===== config.mk =====
export PLATFORM = sky130hd
export DESIGN_NAME = ped_request_ctrl
export DESIGN_NICKNAME = d
export VERILOG_FILES = /design/src/rtl/ped_pkg.sv /design/src/rtl/ped_debounce.sv /design/src/rtl/ped_request_ctrl.sv
export SDC_FILE = /design/constraint.sdc
export NUM_CORES = 1
export LEC_CHECK = 0
export CAP_MARGIN = 20
export CORE_MARGIN = 2
export CORE_UTILIZATION = 49
export DETAILED_ROUTE_END_ITERATION = 8
export GPL_TIMING_DRIVEN = 0
export PLACE_DENSITY = 0.72
export RECOVER_POWER = 100
export SETUP_SLACK_MARGIN = 0.1
export SYNTH_ARGS = -nofsm -noshare
export SYNTH_HDL_FRONTEND = slang
export SYNTH_SLANG_ARGS = --single-unit

===== constraint.sdc =====
create_clock -name clk -period 2.2 [get_ports clk]
set_clock_uncertainty 0.05 [all_clocks]
set_input_delay 0.22 -clock clk [delete_from_list [all_inputs] [get_ports clk]]
set_output_delay 0.22 -clock clk [all_outputs]
set_load 0.03 [all_outputs]

===== src/rtl/ped_pkg.sv =====
// rtl/ped_pkg.sv - shared state encoding and controller constants for the pedestrian request stage
package ped_pkg;

    typedef enum logic [2:0] {
        IDLE    = 3'd0,
        PENDING = 3'd1,
        WALK    = 3'd2,
        CLEAR   = 3'd3,
        GAP     = 3'd4
    } ped_state_t;

    // Encoding the downstream traffic controller uses for its red state
    localparam logic [1:0] CTRL_RED_STATE = 2'b00;

    // States in which the controller must be held at red
    function automatic logic holds_red(input ped_state_t s);
        return (s == PENDING) || (s == WALK) || (s == CLEAR);
    endfunction

    // States in which the walk lamp may be lit (steady or flashing)
    function automatic logic crossing_active(input ped_state_t s);
        return (s == WALK) || (s == CLEAR);
    endfunction

endpackage


===== src/rtl/ped_debounce.sv =====
// rtl/ped_debounce.sv - button synchroniser plus stable-run debouncer with rise pulse
module ped_debounce #(
    parameter int DEBOUNCE_CYCLES = 4
) (
    input  logic clk,
    input  logic rst,
    input  logic btn_raw,
    output logic level,
    output logic rise
);

    localparam int RUN_W = (DEBOUNCE_CYCLES > 1) ? $clog2(DEBOUNCE_CYCLES) : 1;

    logic             sync1;
    logic             sync2;
    logic [RUN_W-1:0] run;
    logic             run_full;

    // run_full means the current sample completes DEBOUNCE_CYCLES consecutive highs
    assign run_full = (run == RUN_W'(DEBOUNCE_CYCLES - 1));

    // Two-flop synchroniser, then count consecutive high samples; any low clears the run
    always_ff @(posedge clk or posedge rst) begin
        if (rst) begin
            sync1 <= 1'b0;
            sync2 <= 1'b0;
            run   <= '0;
            level <= 1'b0;
            rise  <= 1'b0;
        end else begin
            sync1 <= btn_raw;
            sync2 <= sync1;
            rise  <= sync2 && !level && run_full;
            level <= sync2 && (level || run_full);
            if (!sync2) begin
                run <= '0;
            end else if (!run_full) begin
                run <= run + RUN_W'(1);
            end
        end
    end

endmodule


===== src/rtl/ped_request_ctrl.sv =====
// rtl/ped_request_ctrl.sv - pedestrian request FSM, phase timing and lamp drive
module ped_request_ctrl
    import ped_pkg::*;
#(
    parameter int DEBOUNCE_CYCLES = 4,
    parameter int WALK_CYCLES     = 8,
    parameter int CLEAR_CYCLES    = 4,
    parameter int GAP_CYCLES      = 6,
    parameter int CNT_W           = 4
) (
    input  logic clk,
    input  logic rst,
    input  logic btn_raw,
    input  logic phase_red_i,
    output logic req_o,
    output logic walk_o,
    output logic dont_walk_o,
    output logic pending_o,
    output logic served_o,
    output logic fault_o
);

    ped_state_t       state;
    ped_state_t       state_nx;
    logic [CNT_W-1:0] cnt;
    logic             btn_level;
    logic             btn_rise;
    logic             press;
    logic             red_lost;
    logic             walk_done;
    logic             clear_done;
    logic             gap_done;

    logic req_d;
    logic walk_d;
    logic dont_walk_d;
    logic pending_d;
    logic served_d;
    logic fault_d;

    ped_debounce #(
        .DEBOUNCE_CYCLES(DEBOUNCE_CYCLES)
    ) u_debounce (
        .clk    (clk),
        .rst    (rst),
        .btn_raw(btn_raw),
        .level  (btn_level),
        .rise   (btn_rise)
    );

    // rise is only ever asserted together with level; gating keeps the pair coherent
    assign press      = btn_rise && btn_level;
    assign red_lost   = crossing_active(state) && !phase_red_i;
    assign walk_done  = (cnt == CNT_W'(WALK_CYCLES - 1));
    assign clear_done = (cnt == CNT_W'(CLEAR_CYCLES - 1));
    assign gap_done   = (cnt == CNT_W'(GAP_CYCLES - 1));

    // State, phase counter and registered outputs
    always_ff @(posedge clk or posedge rst) begin
        if (rst) begin
            state       <= IDLE;
            cnt         <= '0;
            req_o       <= 1'b0;
            walk_o      <= 1'b0;
            dont_walk_o <= 1'b1;
            pending_o   <= 1'b0;
            served_o    <= 1'b0;
            fault_o     <= 1'b0;
        end else begin
            state       <= state_nx;
            cnt         <= (state_nx != state) ? '0 : cnt + CNT_W'(1);
            req_o       <= req_d;
            walk_o      <= walk_d;
            dont_walk_o <= dont_walk_d;
            pending_o   <= pending_d;
            served_o    <= served_d;
            fault_o     <= fault_d;
        end
    end

    // Next-state: loss of red during the crossing pre-empts the phase timers
    always_comb begin
        state_nx = state;
        case (state)
            IDLE: begin
                if (pending_o) begin
                    state_nx = PENDING;
                end
            end
            PENDING: begin
                if (phase_red_i) begin
                    state_nx = WALK;
                end
            end
            WALK: begin
                if (red_lost) begin
                    state_nx = GAP;
                end else if (walk_done) begin
                    state_nx = CLEAR;
                end
            end
            CLEAR: begin
                if (red_lost || clear_done) begin
                    state_nx = GAP;
                end
            end
            GAP: begin
                if (gap_done) begin
                    state_nx = pending_o ? PENDING : IDLE;
                end
            end
            default: state_nx = IDLE;
        endcase
    end

    // Output decode from the next state; flashing starts dark on CLEAR entry
    always_comb begin
        req_d       = holds_red(state_nx);
        dont_walk_d = !crossing_active(state_nx);
        walk_d      = 1'b0;
        if (state_nx == WALK) begin
            walk_d = 1'b1;
        end else if ((state_nx == CLEAR) && (state == CLEAR)) begin
            walk_d = ~walk_o;
        end
        served_d  = (state == CLEAR) && (state_nx == GAP) && !red_lost;
        fault_d   = fault_o || red_lost;
        pending_d = pending_o;
        if (press) begin
            pending_d = 1'b1;
        end else if ((state_nx == WALK) && (state != WALK)) begin
            pending_d = 1'b0;
        end
    end

endmodule


; Yosys cells after proc, flatten, opt, wreduce, memory -nomap -nowiden
; Cells that the tools add are included.
[op_classes]
add_sub_neg = 2
bitwise = 1
n_reduce_logical = 22
eq_ne = 15
muxes = 15
[ops]
columns = operator, n
row1 = two-way mux 3 bit, 6
row2 = case mux 3 bit (5 select lines), 1
row3 = == test 3 x 2 -> 1 bit (second input constant), 4
row4 = logical AND 1 bit, 9
row5 = == test 4 x 3 -> 1 bit (second input constant), 2
row6 = logical OR 1 bit, 7
row7 = == test 3 x 1 -> 1 bit (second input constant), 2
row8 = == test 3 bit (second input constant), 2
row9 = two-way mux 1 bit, 5
row10 = adder 4 x 1 -> 4 bit (second input constant), 1
row11 = == test 4 x 2 -> 1 bit (second input constant), 1
row12 = zero test 1 bit, 4
row13 = two-way mux 2 bit, 2
row14 = two-way mux 4 bit, 1
row15 = zero test 3 bit, 1
row16 = != test 3 x 2 -> 1 bit (second input constant), 1
row17 = != test 3 bit, 1
row18 = adder 2 x 1 -> 2 bit (second input constant), 1
row19 = == test 2 bit (second input constant), 1
row20 = != test 2 bit (second input constant), 1
row21 = nonzero test 2 bit, 1
row22 = inverter 1 bit, 1
[word_totals]
word_cells = 68
regBits = 19
inputBits = 4
output_inout_bits = 6

; Depth between registers and ports, before layout
; Gate-level depths: netlist (run 1).
[depth]
ltp_word = 10
depth_mapped = 6
mapped_depth_nobuf = 6

; Hierarchy
; From an unflattened synthesis (run 1), not the netlist that was laid out.
[hier_totals]
cells_unflattened = 73
hier_area_um2 = 827.0
[by_module_without_submodules]
columns = mod, cells_per_inst, seq_area_each_um2, instances, area_per_inst_um2
row1 = ped_request_ctrl, 58, 326.6, 1, 614.3
row2 = ped_debounce, 15, 150.1, 1, 212.7

; Worst setup path after synthesis (run 1)
; No wires, ideal clock.
[synth_timing]
kind = reg-to-reg
start = reg cnt[0]
end = reg cnt[2]
setup_time_ns = 0.129
arrival_time_ns = 1.465
t_required_ns = 2.021
path_buffers = 0
period_less_slack_ns = 1.643
stages_incl_launch_ff = 6
path_slack_ns = 0.557
cell_sequence = dfrtp_1 ha_1 or3b_4 a32o_1 o211ai_2 nor3_1
[synth_via]
elab_chain_len = 6
word_cells_on_any_way = 12
classes_between = add/sub: 1 / eq/ne: 4 / mux: 6 / reduce/logical: 1
[synth_lines]
columns = element, line_no
row1 = from (decl), ped_request_ctrl.sv:25  ; logic [CNT_W-1:0] cnt;
row2 = from (signal assigned), ped_request_ctrl.sv:71  ; cnt <= (state_nx != state) ? '0 : cnt + CNT_W'(1);
row3 = == test 4 x 3 -> 1 bit / == test 4 x 2 -> 1 bit (equally long branches), "ped_request_ctrl.sv:54, ped_request_ctrl.sv:55"
row4 = two-way mux 3 bit / logical OR 1 bit (equally long branches), "ped_request_ctrl.sv:98, ped_request_ctrl.sv:103"
row5 = "two-way mux 3 bit, on equally long branches", "ped_request_ctrl.sv:96, ped_request_ctrl.sv:103"
row6 = case mux 3 bit (5 select lines), ped_request_ctrl.sv:84  ; case (state)
row7 = != test 3 bit, ped_request_ctrl.sv:71
row8 = two-way mux 4 bit (*), ped_request_ctrl.sv:71
; Every way passes the cells marked *; elsewhere a longest branch is shown, timed or not.
; A chain may end at the register's enable or synchronous reset.

; Worst setup path in the final report (run 1)
; Ends and elaborated chain as after synthesis.

==> impl_metrics.env, run 1 <==
export IMPL_yosysSeqAreaShare_pct=54.4
export IMPL_drtIter0Drc=5
export IMPL_hold_class="reg -> reg"
export IMPL_syn2layout_area_growth_pct=15.0
export IMPL_crit_start="cnt[0]"
export IMPL_cts_tree="built"
export IMPL_synth_distinct_cells=33
export IMPL_viasPerCell=5.55
export IMPL_cts_num_sinks=19
export IMPL_grt_pass1_vias=556
export IMPL_synth_area_sq_um=876
export IMPL_boundaryPins=10
export IMPL_hold_violations=0
export IMPL_wl_per_cell_microns=12.3
export IMPL_drive_gt1_share_pct=5.62
export IMPL_final_cell_mix="dfrtp_1, dlygate4sd3_1, inv_1, nor3_1"
export IMPL_final_common_cell="dfrtp_1"
export IMPL_worst_slew_pin_transition_ns=0.691
export IMPL_die_area_sq_um=2140
export IMPL_period_share_pct=87.1
export IMPL_relSlewSlack_pct=53.9
export IMPL_post_route_drc_count=0
export IMPL_min_delay_start="u_debounce.sync1"
export IMPL_portBuffers=8
export IMPL_cp_data_arrival_time_ns=2.04
export IMPL_clock_path_buffers=2
export IMPL_ir_worst_vdd_uv=507
export IMPL_ctsHoldBuffers=0
export IMPL_cts_max_level=1
export IMPL_worstPathRequired_ns=2.33
export IMPL_globalplace_congestion=0.830
export IMPL_max_freq_ghz=0.522
export IMPL_r2r_start="cnt[0]"
export IMPL_status="finished clean"
export IMPL_setup_viol=0
export IMPL_tns_ns=0
export IMPL_core_sq_um=1710
export IMPL_syn_avg_cell_area_sq_um=11.4
export IMPL_start_util_pct=51.3
export IMPL_cts_buffers=3
export IMPL_die_h_microns=46.3
export IMPL_synth_nets=84
export IMPL_yosysWarnings=0
export IMPL_grt_overflow_total=0
export IMPL_final_cells=114
export IMPL_crit_type="reg -> reg"
export IMPL_crit_path_start_kind="register"
export IMPL_insertion_delay_ns=0.30
export IMPL_p_leak_nw=0.472
export IMPL_placed_cells=110
export IMPL_rsz0062_at_grt="no"
export IMPL_cts_setup_buffers=0
export IMPL_rows=15
export IMPL_vias=633
export IMPL_grt_max_degree=20
export IMPL_root_buffer="clkbuf_4"
export IMPL_grt_antenna_before_repair=0
export IMPL_nets=97
export IMPL_cellPowerDensity_nw_per_um2=1150
export IMPL_cts_clk_slew_worst_paths_ns=0.10
export IMPL_ant_nets=0
export IMPL_ys_seq_elements=19
export IMPL_antennaDiodeCount=0
export IMPL_worst_setup_path_end_kind="register"
export IMPL_max_cap_violations=0
export IMPL_min_period_ns=1.92
export IMPL_post_cts_resized=0
export IMPL_grt_pass1_wl_microns=2390
export IMPL_die_x_microns=46.3
export IMPL_wl_microns=1400
export IMPL_drt_pass1_iter_count=4
export IMPL_netlist_instances=77
export IMPL_grt_total_usage_pct=16.2
export IMPL_hpwl_microns=975
export IMPL_slew_viol_final=0
export IMPL_critPathMaxFanout=4
[cell families (layout without fill, tap and decap cells)]
logic type	after synthesis	count (layout)	share of synthesized area (%)
AO/OA/AOI/OAI	15	15	13.9
XOR/XNOR	3	3	3.00
adder cells (fa/ha/maj)	3	3	4.29
buffers and inverters	8	20	3.43
flip-flops	19	19	54.4
multiplexers	3	3	3.43
AND/OR/NAND/NOR	26	26	17.6
[cell type report]
cell class / instances / area [sq um]
Inverter: 5 / 18.8
Tap cell: 25 / 31.3
Timing Repair Buffer: 8 / 80.1
Buffer: 3 / 11.3
Sequential cell: 19 / 477
Clock inverter: 1 / 5.00
Fill cell: 154 / 701
Clock buffer: 3 / 22.5
Multi-Input combinational cell: 50 / 362
[worst paths after layout]
path	to	slack [ns]	cells past startpoint
setup / recovery	cnt[2]	0.28	5
max in group asynchronous	cnt[2]	1.26	2
hold / removal	u_debounce.sync2	0.32	0
hold reg to reg	u_debounce.sync2	0.32	0
min in group asynchronous	u_debounce.sync1	0.40	2
setup reg to reg	cnt[2]	0.28	5
[per-stage QoR]
step                      power [mW]  cell area, sq um  util [%]  worst slack [ns]  hold WS, ns
final                           1.16              1010      59.0             0.285        0.320
after global routing            1.25              1010      59.0             0.185        0.326
after CTS                       1.20              1010      59.4             0.414        0.282
after detailed placement        1.02               987      57.8             0.430        0.293
after global placement          1.01               987      57.8             0.466        0.288
after floorplan                0.892               876         -             0.557        0.120
[power by group]
| part | switching (mW) | total [mW] | internal [mW] | leakage (nW) |
|---|---|---|---|---|
| sequential | 0.0876 | 0.536 | 0.449 | 0.244 |
| combinational | 0.252 | 0.451 | 0.199 | 0.211 |
| clock | 0.107 | 0.174 | 0.0678 | 0.0177 |
| total | 0.446 | 1.16 | 0.715 | 0.472 |
[flip-flops by register name, summed over array words and instances, names as in the netlist]
signal            cells
cnt                   4
state                 3
u_debounce.run        2
dont_walk_o           1
fault_o               1
pending_o             1
req_o                 1
served_o              1
u_debounce.level      1
u_debounce.rise       1
u_debounce.sync1      1
u_debounce.sync2      1
walk_o                1
[routing by layer]
| metal | global-route usage [%] | routed length, microns | up-vias | share of wire, % |
|---|---|---|---|---|
| li1 | - | - | 302 | - |
| met1 | 21.8 | 679 | 317 | 48 |
| met2 | 23.6 | 654 | 10 | 47 |
| met3 | 2.35 | 41 | 4 | 2.9 |
| met4 | 12.0 | 28 | 0 | 2.0 |
| met5 | 0 | 0 | - | 0 |
[Yosys cell counts, drive strengths merged]
master / instances / area share (%)
dfrtp: 18 / 51
nand3b: 1 / 0.86
inv: 5 / 2.1
and4: 1 / 1.0
nor3b: 1 / 0.86
a22o: 1 / 1.0
o21ai: 1 / 0.57
ha: 3 / 4.3
xnor2: 2 / 2.0
nand2b: 1 / 0.71
a32o: 1 / 1.1
o211ai: 2 / 2.3
nor2: 2 / 0.86
mux2i: 3 / 3.4
a21o: 2 / 1.7
o31ai: 1 / 0.86
a21oi: 1 / 0.57
clkbuf: 3 / 1.3
and2: 1 / 0.71
nand2: 3 / 1.3
o21a: 1 / 0.86
nand3: 4 / 2.3
o2111ai: 2 / 2.0
o311ai: 1 / 1.0
nor3: 5 / 2.9
xor2: 1 / 1.0
and3b: 2 / 2.0
or3b: 1 / 1.3
a31oi: 1 / 0.71
dfstp: 1 / 3.0
a41o: 1 / 1.1
nor2b: 4 / 2.9
[critical path: stages, from the launching register on]
cell	delay, ns
dfrtp_1	0.41
ha_1	0.23
or3b_1	0.41
a32o_1	0.27
o211ai_1	0.32
nor3_1	0.11
Power figures use the tool's default switching activity.
==> run 2: changes to the inputs <==
--- a/config.mk
+++ b/config.mk
@@ -5,13 +5,14 @@
 export SDC_FILE = /design/constraint.sdc
 export NUM_CORES = 1
 export LEC_CHECK = 0
+export ABC_CLOCK_PERIOD_IN_PS = 2200
 export CAP_MARGIN = 20
 export CORE_MARGIN = 2
 export CORE_UTILIZATION = 49
 export DETAILED_ROUTE_END_ITERATION = 8
 export GPL_TIMING_DRIVEN = 0
 export PLACE_DENSITY = 0.72
-export RECOVER_POWER = 100
+export RECOVER_POWER = 50
 export SETUP_SLACK_MARGIN = 0.1
 export SYNTH_ARGS = -nofsm -noshare
 export SYNTH_HDL_FRONTEND = slang
==> run 2 against run 1 <==
Sequential cell count stayed put. Sequential share of layout area shrank 0.35 points. Combinational power rose by 5.3%.
==> impl_metrics.env, run 2 (synthesis results as in run 1) <==
export IMPL_status="finished clean"
export IMPL_vias=632
export IMPL_clock_path_buffers=2
export IMPL_post_route_drc_count=0
export IMPL_max_cap_violations=0
export IMPL_ir_worst_vdd_uv=512
export IMPL_tns_ns=0
export IMPL_cts_clk_slew_worst_paths_ns=0.10
export IMPL_globalplace_congestion=0.830
export IMPL_core_sq_um=1710
export IMPL_worst_setup_path_end_kind="register"
export IMPL_largest_reg_flops=4
export IMPL_hold_class="reg -> reg"
export IMPL_viasPerCell=5.54
export IMPL_cts_max_level=1
export IMPL_min_period_ns=1.79
export IMPL_utilization_pct=59.4
export IMPL_largestRegisters="cnt x4, state x3, u_debounce.run x2"
export IMPL_antennaDiodeCount=0
export IMPL_cp_data_arrival_time_ns=1.92
export IMPL_cellPowerDensity_nw_per_um2=1170
export IMPL_cts_buffers=3
export IMPL_nets=97
export IMPL_boundaryPins=10
export IMPL_root_buffer="clkbuf_4"
export IMPL_cts_num_sinks=19
export IMPL_final_cell_mix="dfrtp_1, clkdlybuf4s50_1, inv_1, nor3_1"
export IMPL_worstPathRequired_ns=2.33
export IMPL_cts_setup_buffers=0
export IMPL_period_share_pct=81.3
export IMPL_worst_slew_pin_transition_ns=0.691
export IMPL_cts_tree="built"
export IMPL_rsz0062_at_grt="no"
export IMPL_die_h_microns=46.3
export IMPL_regMostFlops="cnt"
export IMPL_grt_pass1_wl_microns=2390
export IMPL_ant_nets=0
export IMPL_max_freq_ghz=0.559
export IMPL_drtIter0Drc=8
export IMPL_die_area_sq_um=2140
export IMPL_hpwl_microns=975
export IMPL_portBuffers=8
export IMPL_setup_viol=0
export IMPL_drive_gt1_share_pct=7.87
export IMPL_rows=15
export IMPL_wl_per_cell_microns=12.2
export IMPL_die_x_microns=46.3
export IMPL_post_cts_resized=0
export IMPL_final_common_cell="dfrtp_1"
export IMPL_hold_violations=0
export IMPL_wl_microns=1390
export IMPL_grt_antenna_before_repair=0
export IMPL_crit_type="reg -> reg"
export IMPL_start_util_pct=51.3
export IMPL_ctsHoldBuffers=0
export IMPL_drt_pass1_iter_count=4
export IMPL_p_leak_nw=0.471
export IMPL_critPathMaxFanout=4
export IMPL_grt_total_usage_pct=16.2
export IMPL_relSlewSlack_pct=53.9
export IMPL_grt_overflow_total=0
export IMPL_grt_pass1_vias=556
export IMPL_slew_viol_final=0
export IMPL_crit_path_start_kind="register"
export IMPL_syn2layout_area_growth_pct=15.9
export IMPL_grt_max_degree=20
export IMPL_insertion_delay_ns=0.30
## run 2: cell count changes in the layout (fill, tap and decap cells not counted), sizes merged
cell,change
clkdlybuf4s50,+6
dlygate4sd3,-6
## run 2: final cells by class
type	count	area (sq um)
Buffer	3	11.3
Clock buffer	3	22.5
Clock inverter	1	5.00
Fill cell	152	693
Inverter	5	18.8
Multi-Input combinational cell	50	369
Sequential cell	19	477
Tap cell	25	31.3
Timing Repair Buffer	8	80.1
## run 2: worst max-delay path: stages, from the launching register on
cell      delay [ns]
dfrtp_1         0.41
ha_1            0.23
or3b_4          0.41
a32o_1          0.27
o211ai_2        0.22
nor3_1          0.09
## run 2: per-layer routing
metal  GRT usage [%]  wire length (microns)  vias to the layer above
met1            21.8                    684                      316
li1                -                      -                      302
met2            23.6                    640                       10
met5               0                      0                        -
met4            12.0                     28                        0
met3            2.35                     41                        4
## run 2: final timing paths
path,start,to,slack [ns],cells after the start
max in group asynchronous,rst,cnt[2],1.26,2
min in group asynchronous,rst,u_debounce.sync1,0.40,2
worst min-delay path,u_debounce.sync1,u_debounce.sync2,0.32,0
worst max register to register,cnt[0],cnt[2],0.41,5
worst max-delay path,cnt[0],cnt[2],0.41,5
worst min register to register,u_debounce.sync1,u_debounce.sync2,0.32,0
## run 2: where the power goes
part	switching, mW	internal, mW	leakage (nW)
logic	0.257	0.218	0.209
registers	0.0904	0.449	0.244
clock network	0.106	0.0678	0.0177
## run 2: metrics by stage
step	setup WS, ns	hold slack (ns)	cells	instance area (sq um)	power [mW]
floorplan	0.557	0.120	77	876	0.892
global placement	0.466	0.288	110	987	1.01
detailed placement	0.430	0.293	110	987	1.02
CTS	0.414	0.282	114	1010	1.20
global route	0.329	0.326	114	1010	1.28
finish	0.412	0.320	114	1010	1.19
